`src/rtl/ysyx_23060201_ifu_fetch.sv`:
```
// Non-pipelined instruction fetch: REQ -> WAIT -> HOLD -> EXEC, one instruction in flight.
// Optional perf counters are built only when YSYX_23060201_IFU_PERF_EN is defined.
module ysyx_23060201_ifu_fetch #(
  parameter logic [31:0] RESET_PC = 32'h8000_0000,
  parameter int unsigned TIMEOUT  = 255
) (
  input  logic        clk,
  input  logic        rst,
  output logic        imem_req_valid,
  input  logic        imem_req_ready,
  output logic [31:0] imem_req_addr,
  input  logic        imem_rsp_valid,
  input  logic [31:0] imem_rsp_data,
  input  logic        imem_rsp_err,
  output logic        inst_valid,
  input  logic        inst_ready,
  output logic [31:0] inst,
  output logic [31:0] pc,
  input  logic        npc_valid,
  input  logic [31:0] dnpc,
  output logic        fetch_err,
  output logic [31:0] perf_fetch_cnt,
  output logic [31:0] perf_wait_cnt
);

  typedef enum logic [2:0] {S_REQ, S_WAIT, S_HOLD, S_EXEC, S_ERR} state_t;

  localparam logic [7:0] TO_LIM = 8'(TIMEOUT);

  state_t      state, state_nxt;
  logic [7:0]  cnt, cnt_nxt;
  logic [31:0] pc_nxt, inst_nxt;

  always_ff @(posedge clk) begin
    if (rst) begin
      state     <= S_REQ;
      cnt       <= 8'd0;
      pc        <= RESET_PC;
      inst      <= 32'd0;
      fetch_err <= 1'b0;
    end else begin
      state <= state_nxt;
      cnt   <= cnt_nxt;
      pc    <= pc_nxt;
      inst  <= inst_nxt;
      // Registered off the state, so it rises one cycle after entering ERR.
      if (state == S_ERR) fetch_err <= 1'b1;
    end
  end

  always_comb begin
    state_nxt = state;
    cnt_nxt   = cnt;
    pc_nxt    = pc;
    inst_nxt  = inst;
    case (state)
      S_REQ: begin
        if (imem_req_ready) begin
          state_nxt = S_WAIT;
          cnt_nxt   = 8'd0;
        end
      end
      S_WAIT: begin
        if (imem_rsp_valid) begin
          if (imem_rsp_err) begin
            state_nxt = S_ERR;
          end else begin
            inst_nxt  = imem_rsp_data;
            state_nxt = S_HOLD;
          end
        end else if (TO_LIM != 8'd0 && cnt + 8'd1 == TO_LIM) begin
          state_nxt = S_ERR;
        end else begin
          cnt_nxt = cnt + 8'd1;
        end
      end
      S_HOLD: begin
        if (inst_ready) state_nxt = S_EXEC;
      end
      S_EXEC: begin
        if (npc_valid) begin
          if (dnpc[1:0] != 2'b00) begin
            state_nxt = S_ERR;
          end else begin
            pc_nxt    = dnpc;
            state_nxt = S_REQ;
          end
        end
      end
      S_ERR:   state_nxt = S_ERR;
      default: state_nxt = S_ERR;
    endcase
  end

  assign imem_req_valid = !rst && (state == S_REQ);
  assign imem_req_addr  = pc;
  assign inst_valid     = !rst && (state == S_HOLD);

`ifdef YSYX_23060201_IFU_PERF_EN
  logic [31:0] fetch_q, wait_q;

  always_ff @(posedge clk) begin
    if (rst) begin
      fetch_q <= 32'd0;
      wait_q  <= 32'd0;
    end else begin
      if (state == S_HOLD && inst_ready) fetch_q <= fetch_q + 32'd1;
      if (state == S_WAIT) wait_q <= wait_q + 32'd1;
    end
  end

  assign perf_fetch_cnt = fetch_q;
  assign perf_wait_cnt  = wait_q;
`else
  assign perf_fetch_cnt = 32'd0;
  assign perf_wait_cnt  = 32'd0;
`endif

endmodule

```
`config.mk`:
```
export PLATFORM = sky130hd
export DESIGN_NAME = ysyx_23060201_ifu_fetch
export DESIGN_NICKNAME = d
export VERILOG_FILES = /design/src/rtl/ysyx_23060201_ifu_fetch.sv
export SDC_FILE = /design/constraint.sdc
export NUM_CORES = 1
export LEC_CHECK = 0
export CORE_MARGIN = 4
export CORE_UTILIZATION = 38
export CTS_BUF_LIST = sky130_fd_sc_hd__clkbuf_8
export CTS_CLUSTER_SIZE = 25
export DETAILED_ROUTE_END_ITERATION = 10
export PLACE_DENSITY_LB_ADDON = 0.12
export SLEW_MARGIN = 5
export SYNTH_ARGS = -nofsm -noshare
export SYNTH_HDL_FRONTEND = slang
export SYNTH_SLANG_ARGS = --single-unit
export TNS_END_PERCENT = 20
```
`constraint.sdc`:
```
create_clock -name clk -period 2.4 [get_ports clk]
set_clock_uncertainty 0.2 [all_clocks]
set_input_delay 0.48 -clock clk [delete_from_list [all_inputs] [get_ports clk]]
set_output_delay 0.48 -clock clk [all_outputs]
set_load 0.02 [all_outputs]
```
* Word level (Yosys, flattened, before mapping) *
Cells that the tools add are included.
Widths: inputs -> output; s select.

storage, ports and cells
  memory bits (writable) = 0
  memory bits (read-only) = 0
  register bits after elaboration = 76
  logic and storage cells = 41
  memories = 0
  bits in latches = 0
  output and inout bits = 163

cells by class
  reductions and logical operators = 10
  mux-type cells = 12
  shifts and indexed selects = 0
  div/mod/pow operators = 0
  order comparisons = 0
  multiply operators = 0
  equal/unequal tests = 11
  bitwise logic cells = 2
  add/subtract/negate cells = 1

operators with widths
  operator             number
  $mux 8               3
  $mux 3               7
  $pmux 8 s2           1
  $pmux 3 s4           1
  $ne 2x2->1 const B   5
  $add 8x1->8 const B  1
  $eq 8x8->1 const B   1
  $reduce_and 4->1     2
  $eq 3x2->1 const B   2
  $reduce_and 3->1     2
  $reduce_bool 2->1    2
  $eq 3x1->1 const B   1
  $eq 3x3->1 const B   1
  $logic_not 3->1      1
  $ne 3x3->1 const B   1
  $logic_and 1x1->1    2
  $not 1->1            2
  $logic_not 1->1      1

* Logic depth before layout (Yosys ltp) *
Gate-level depths: netlist of the first run.

  depth in word-level cells = 5
  mapped depth = 8
  depth with buffers taken out = 8

* Worst setup path before layout of the first run *
No wires, ideal clock.

  path kind = input to output
  start point = in rst
  end point = out imem_req_valid
  data arrival time = 1.480 ns
  path slack = 0.240 ns
  stages = 3
  data required time = 1.720 ns
  path through = clkbuf_1 clkbuf_1 nor4_1

on the way
  cells in the longest elaborated chain, start to end = 2

RTL lines
  what                line  RTL
  start: declaration  8     input logic rst,
  $logic_not 1->1     95    assign imem_req_valid = !rst && (state == S_REQ);
  $logic_and 1x1->1   95
  end: declaration    9     output logic imem_req_valid,

No other way between the ends.

* Worst setup path in the final report of the first run *
  start point = reg cnt[0]
  end point = reg cnt[4]

on the way
  cells in the longest elaborated chain, start to end = 4

RTL lines
  what                                                             line    RTL
  start: declaration                                               31      logic [7:0] cnt, cnt_nxt;
  start signal: assignment                                         43      cnt <= cnt_nxt;
  $add 8x1->8 (*)                                                  71, 74
  $eq 8x8->1 or $mux 8 (tied branches)                             71      end else if (TO_LIM != 8'd0 && cnt + 8'd1 == TO_LIM) begin
  $ne 2x2->1 (no source line) or $mux 8 (tied branches)            n/a
  $reduce_and 4->1 (no source line) or $pmux 8 s2 (tied branches)  n/a

Mark *: on every way between the ends. The rest lies on a longest branch, timed or not. The select of a mux whose other input is x is not followed.
A chain may end at the register's enable or synchronous reset.

==> results of run 1 <==
-- state kept, by name (all words and copies together) (netlist names) --
name,flops
cnt,8
fetch_err,1
imem_req_addr,32
inst,32
state,3
-- where the power goes --
part           switching [mW]  internal (mW)
combinational           0.248          0.189
sequential             0.0286           1.29
clock                   0.471          0.509
total                   0.748           1.99
-- final cells by class --
| type | instances | area (um^2) |
|---|---|---|
| timing repair buffer | 177 | 1769 |
| multi-input combinational | 332 | 1538 |
| inverter | 6 | 22.52 |
| fill | 883 | 4073 |
| clock inverter | 5 | 61.31 |
| clock buffer | 10 | 137.6 |
| sequential | 76 | 1521 |
| tap | 129 | 161.4 |
-- layer usage --
layer / up-vias / GRT usage, %
met5: - / 0
met3: 7 / 5.829
met4: 0 / 4.995
li1: 1624 / -
met2: 166 / 26.87
met1: 1435 / 18.61
-- cells by family (layout without fill, tap and decap cells) --
kind of cell,after synthesis,count (layout),share of synthesized area [%]
AOI/OAI and AO/OA,81,81,12.54
xor gates and xnor gates,1,1,0.2399
adders and majority gates,2,2,0.6853
buffers and inverters,124,198,22.82
DFF,76,76,41.67
muxes,2,2,0.5483
other,1,64,0.1027
and+or+nand+nor,182,182,21.38
-- critical path, stage by stage, from the launching register on --
cell      delay, ns
dfxtp_1        0.35
ha_1           0.27
nand3_1        0.20
o32a_1         0.20
nand3_2        0.13
a211oi_4       0.41
nand2b_1       0.10
a32o_1         0.26
-- cells in the final DEF (no fill, tap or decap), types with 2 or more instances in the layout --
cell type,n
clkdlybuf4s50_1,166
nand2_1,138
dfxtp_1,76
a21oi_1,66
conb_1,64
nor2_1,11
clkbuf_8,10
o21ai_1,6
buf_4,6
inv_1,5
nand4_1,5
nand3_1,4
nor3_1,4
nor2b_1,3
nor4_1,2
nor3b_1,2
or3b_1,2
nand3_2,2
or2_2,2
mux2i_1,2
a32o_1,2
nand3b_1,2
ha_1,2
clkinv_4,2
dlygate4sd2_1,2
buf_12,2
-- how the worst max path moves through the flow --
stage                        startpoint             endpoint  slack, ns  cells after the start
CTS                 cnt[0]$_SDFFE_PP0P_  cnt[4]$_SDFFE_PP0P_       0.17                      7
global placement    cnt[0]$_SDFFE_PP0P_  cnt[2]$_SDFFE_PP0P_       0.22                      7
finish              cnt[0]$_SDFFE_PP0P_  cnt[4]$_SDFFE_PP0P_       0.19                      7
detailed placement  cnt[0]$_SDFFE_PP0P_  cnt[4]$_SDFFE_PP0P_       0.17                      7
floorplan                           rst       imem_req_valid       0.24                      3
global route        cnt[0]$_SDFFE_PP0P_  cnt[2]$_SDFFE_PP0P_       0.03                      7
-- what timing repair did --
item	4_1_cts	5_1_grt
setup endpoints to repair	2	0
buffers inserted	0	0
resized for setup	2	0
==> run_results.csv, run 1 <==
group,metric,value,unit
logic_synthesis,synth.most_common_cell,"nand2_1",
setup_path,critPathLaunchType,"flop",
power,power.density,525.2,nW/um^2
clock_network,cts-root-buf,"clkbuf_8",
hold_path,holdCritPathClass,"reg -> reg",
grt,grt_first_pass_wirelength,14550,um
grt,grt_antenna_before_repair,0,
setup_path,crit_required,2.43,ns
grt,grt_use_total,15.85,%
logic_synthesis,synthesis.area,3651,um^2
grt,grt_max_degree,48,
layout,finalInstanceArea,5211,um^2
layout,syn_to_final_growth,42.73,%
sta,finalMaxSlewViolations,0,
setup_path,r2r_end,"cnt[4]$_SDFFE_PP0P_",
floorplanning,rows,35,
detailed_routing,met1_length,3905,um
logic_synthesis,synth.top_cell.area_share,41.67,%
logic_synthesis,synth_seq_cells,76,
floorplanning,die_area,11240,um^2
logic_synthesis,yosys.area.top_type,"dfxtp_1",
detailed_routing,post-route-drc-count,0,
clock_network,clock_latency,0.33,ns
sta,fin_crit,2.212,ns
sta,max_clock_freq,452.0,MHz
grt,grt_pass1_vias,2938,
placement,routabilityCongestion,0.8816,
layout,finalNetCount,675,
logic_synthesis,yosysWarningCount,0,
detailed_routing,vias_per_cell,4.397,
setup_path,end_kind,"flop",
logic_synthesis,synth.distinct_cells,35,
hold_path,hold_path_depth,2,
setup_path,crit_path_max_fanout,9,
sta,rsz0062_at_grt,"no",
sta,worstMarginPinSlew,0.5102,ns
clock_network,cts_hold_buffers,0,
clock_network,cts_made_buffers,9,
power,p_leak,1.874,nW
logic_synthesis,synth-seq-area-share,41.67,%
detailed_routing,vias,3232,
placement,dpl_cell_area,5015,um^2
placement,place_ws,0.1655,ns
setup_path,reg2reg_from,"cnt[0]$_SDFFE_PP0P_",
floorplanning,fp.dieH,106.0,um
logic_synthesis,ys.flop_type,"dfxtp_1",
sta,finalHoldViolCount,0,
detailed_routing,post_drt_wl_per_cell,12.88,um
layout,drive_gt1_share,5.776,%
layout,layout.cells.non_filler,735,
detailed_routing,ant_nets,0,
setup_path,critical_path_class,"reg -> reg",
layout,antennaDiodeCount,0,
logic_synthesis,synth.area.top_cells,"dfxtp_1 (42%), buf_4 (20%), nand2_1 (14%), a21oi_1 (9.0%), clkbuf_1 (1.6%)",
setup_path,r2r_cells,7,
logic_synthesis,async_flop_share,0,%
logic_synthesis,synthCells,469,
detailed_routing,met2_length,4470,um
logic_synthesis,synth_edf_count,0,
placement,hpwl,7155,um
detailed_routing,top_layer,"met4",
hold_path,holdPathEnd,"inst[18]$_SDFFE_PP0P_",
layout,utilization,56.13,%
run_status,status,"finished clean",
detailed_routing,drt-pass1-iter-count,4,
floorplanning,io_pins,234,
sta,setup_viol,0,
sta,slew_headroom,65.99,%
setup_path,crit_arrival,2.24,ns
clock_network,cts_max_level,3,
detailed_routing,wl,9465,um
floorplanning,die_width,106.0,um
setup_path,reg2reg_slack,0.19,ns
placement,dp.cells,720,
placement,portBuffers,169,
job,maxCapViolCount,0,
sta,setup_slack,0.1877,ns
clock_network,clockBufferDepth,2,
logic_synthesis,syn_avg_cell_area,7.785,um^2
sta,fin_crit_sh,92.18,%
clock_network,cts_sinks,76,
floorplanning,initial_utilization,39.33,%
detailed_routing,drt_iter0_markers,90,
power,peakVddDrop,0.0002971,V
floorplanning,design.core.area,9284,um^2
power,power,2.737,mW
sta,fin_setup_tns,0,ns
detailed_routing,wl_met3,1006,um
grt,grt_overflow,0,
clock_network,clk_pin_slew,0.08,ns
hold_path,min-delay-start,"inst[18]$_SDFFE_PP0P_",
clock_network,cts_tree,"yes",
logic_synthesis,synth_common_cells,"nand2_1 (138), buf_4 (96), dfxtp_1 (76)",
sta,holdWs,0.2568,ns
Note: power is estimated with default switching activity, not from simulation.
==> inputs of run 2 (changes only) <==
Settings changed: HOLD_SLACK_MARGIN from default to 0.12, PLACE_DENSITY_LB_ADDON 0.12 to 0.15.
==> run_results.csv, run 2 (synthesized netlist as in run 1, its figures left out) <==
group,metric,value,unit
run_status,status,"finished clean",
placement,dpl_cell_area,5015,um^2
setup_path,crit_arrival,2.25,ns
clock_network,cts_max_level,3,
grt,grt_use_total,16.03,%
setup_path,critPathLaunchType,"flop",
grt,grt_max_degree,45,
floorplanning,die_area,11240,um^2
detailed_routing,vias,3292,
power,p_leak,1.881,nW
setup_path,cpMaxStageDelayCell,"dfxtp_1",
floorplanning,io_pins,234,
grt,grt_first_pass_wirelength,14570,um
hold_path,holdCritPathClass,"reg -> reg",
setup_path,cp.buffers_inverters,0,
grt,grt_antenna_before_repair,0,
sta,fin_crit_sh,92.70,%
sta,setup_viol,0,
sta,fin_crit,2.225,ns
clock_network,cts-root-buf,"clkbuf_8",
sta,finalMaxSlewViolations,0,
sta,finalHoldViolCount,0,
power,p_comb_share,15.8,%
power,power,2.773,mW
job,maxCapViolCount,0,
clock_network,cts_sinks,76,
floorplanning,design.core.area,9284,um^2
setup_path,end_kind,"flop",
clock_network,clock_latency,0.33,ns
layout,most-common-layout-cells,"clkdlybuf4s50_1 (166), nand2_1 (138), dfxtp_1 (76)",
sta,rsz0062_at_grt,"no",
layout,finalInstanceArea,5228,um^2
setup_path,path_cells,"ha_1 > or3b_1 > o32a_1 > nand3_2 > a211oi_4 > nand2b_1 > a32o_1",
setup_path,crit_required,2.42,ns
detailed_routing,wl,9568,um
layout,antennaDiodeCount,0,
detailed_routing,post_drt_wl_per_cell,13.02,um
clock_network,clockBufferDepth,2,
power,p_sw_share,25.91,%
setup_path,reg2reg_slack,0.18,ns
detailed_routing,drt_iter0_markers,107,
floorplanning,die_width,106.0,um
layout,finalNetCount,676,
detailed_routing,drt-pass1-iter-count,4,
power,p_int,2.054,mW
sta,max_clock_freq,449.5,MHz
placement,routabilityCongestion,0.7900,
power,peakVddDrop,0.0003075,V
floorplanning,initial_utilization,39.33,%
power,pwr-share-seq,47.6,%
clock_network,cts_hold_buffers,0,
power,clockPowerShare,36.6,%
layout,layout_commonest_cell,"clkdlybuf4s50_1",
power,power.density,530.4,nW/um^2
sta,fin_setup_tns,0,ns
layout,syn_to_final_growth,43.18,%
setup_path,path_delay_family,"compound AO/OA/AOI/OAI gates",
layout,drive_gt1_share,5.941,%
clock_network,cts_made_buffers,9,
clock_network,cts_tree,"yes",
placement,hpwl,7305,um
floorplanning,fp.dieH,106.0,um
detailed_routing,vias_per_cell,4.479,
grt,grt_overflow,0,
setup_path,max_stage_delay,0.44,ns
clock_network,clk_pin_slew,0.08,ns
grt,grt_pass1_vias,2996,
floorplanning,rows,35,
detailed_routing,post-route-drc-count,0,
power,power.switching,718.5,uW
placement,portBuffers,169,
setup_path,crit_path_max_fanout,8,
detailed_routing,ant_nets,0,
setup_path,critical_path_class,"reg -> reg",
[run 2: final cells by class]
| cell class | count | area (um^2) |
|---|---|---|
| fill | 892 | 4056 |
| tap | 129 | 161.4 |
| inverter | 6 | 22.52 |
| timing repair buffer | 178 | 1777 |
| clock inverter | 5 | 78.83 |
| clock buffer | 9 | 123.9 |
| sequential | 76 | 1521 |
| multi-input combinational | 332 | 1543 |
[run 2: per-stage QoR]
stage	worst slack, ns	utilization [%]	hold WS (ns)	std cells
2_1_floorplan	0.2399	-	0.2864	532
5_1_grt	0.01312	56.31	0.2791	735
6_report	0.1753	56.31	0.2570	735
3_3_place_gp	0.2159	54.02	0.2409	720
4_1_cts	0.1624	56.17	0.2581	734
3_5_place_dp	0.1904	54.02	0.2469	720
[run 2: worst register-to-register path, stage by stage (launching register included)]
cell and delay, ns:
dfxtp_1 0.44, ha_1 0.30, or3b_1 0.14, o32a_1 0.14, nand3_2 0.13, a211oi_4 0.41, nand2b_1 0.10, a32o_1 0.26
[run 2: final timing paths]
path                         startpoint                    end  depth (start not counted)
hold reg to reg   inst[30]$_SDFFE_PP0P_  inst[30]$_SDFFE_PP0P_                          2
setup reg to reg    cnt[1]$_SDFFE_PP0P_    cnt[4]$_SDFFE_PP0P_                          7
hold / removal    inst[30]$_SDFFE_PP0P_  inst[30]$_SDFFE_PP0P_                          2
setup / recovery    cnt[1]$_SDFFE_PP0P_    cnt[4]$_SDFFE_PP0P_                          7
[run 2: layer usage]
metal / global-route usage [%] / routed length [um] / up-vias
li1: - / - / 1626
met1: 18.70 / 3872 / 1480
met2: 26.73 / 4555 / 173
met3: 5.404 / 960 / 13
met4: 7.031 / 179 / 0
met5: 0 / 0 / -
[run 2: what timing repair did]
action / 4_1_cts / 5_1_grt
gates resized for setup: 2 / 1
buffers inserted: 0 / 1
pin swaps: 0 / 1
endpoints found under the setup margin: 2 / 1
cloned: 0 / 0
[run 2: power by group through the flow]
stage / clock network, mW / registers (mW) / logic, mW
6_report: 1.01 / 1.32 / 0.438
5_1_grt: 1.10 / 1.32 / 0.475
3_3_place_gp: 0 / 1.35 / 0.436
4_1_cts: 1.06 / 1.32 / 0.437
2_1_floorplan: 0 / 1.36 / 0.292
3_5_place_dp: 0 / 1.35 / 0.437
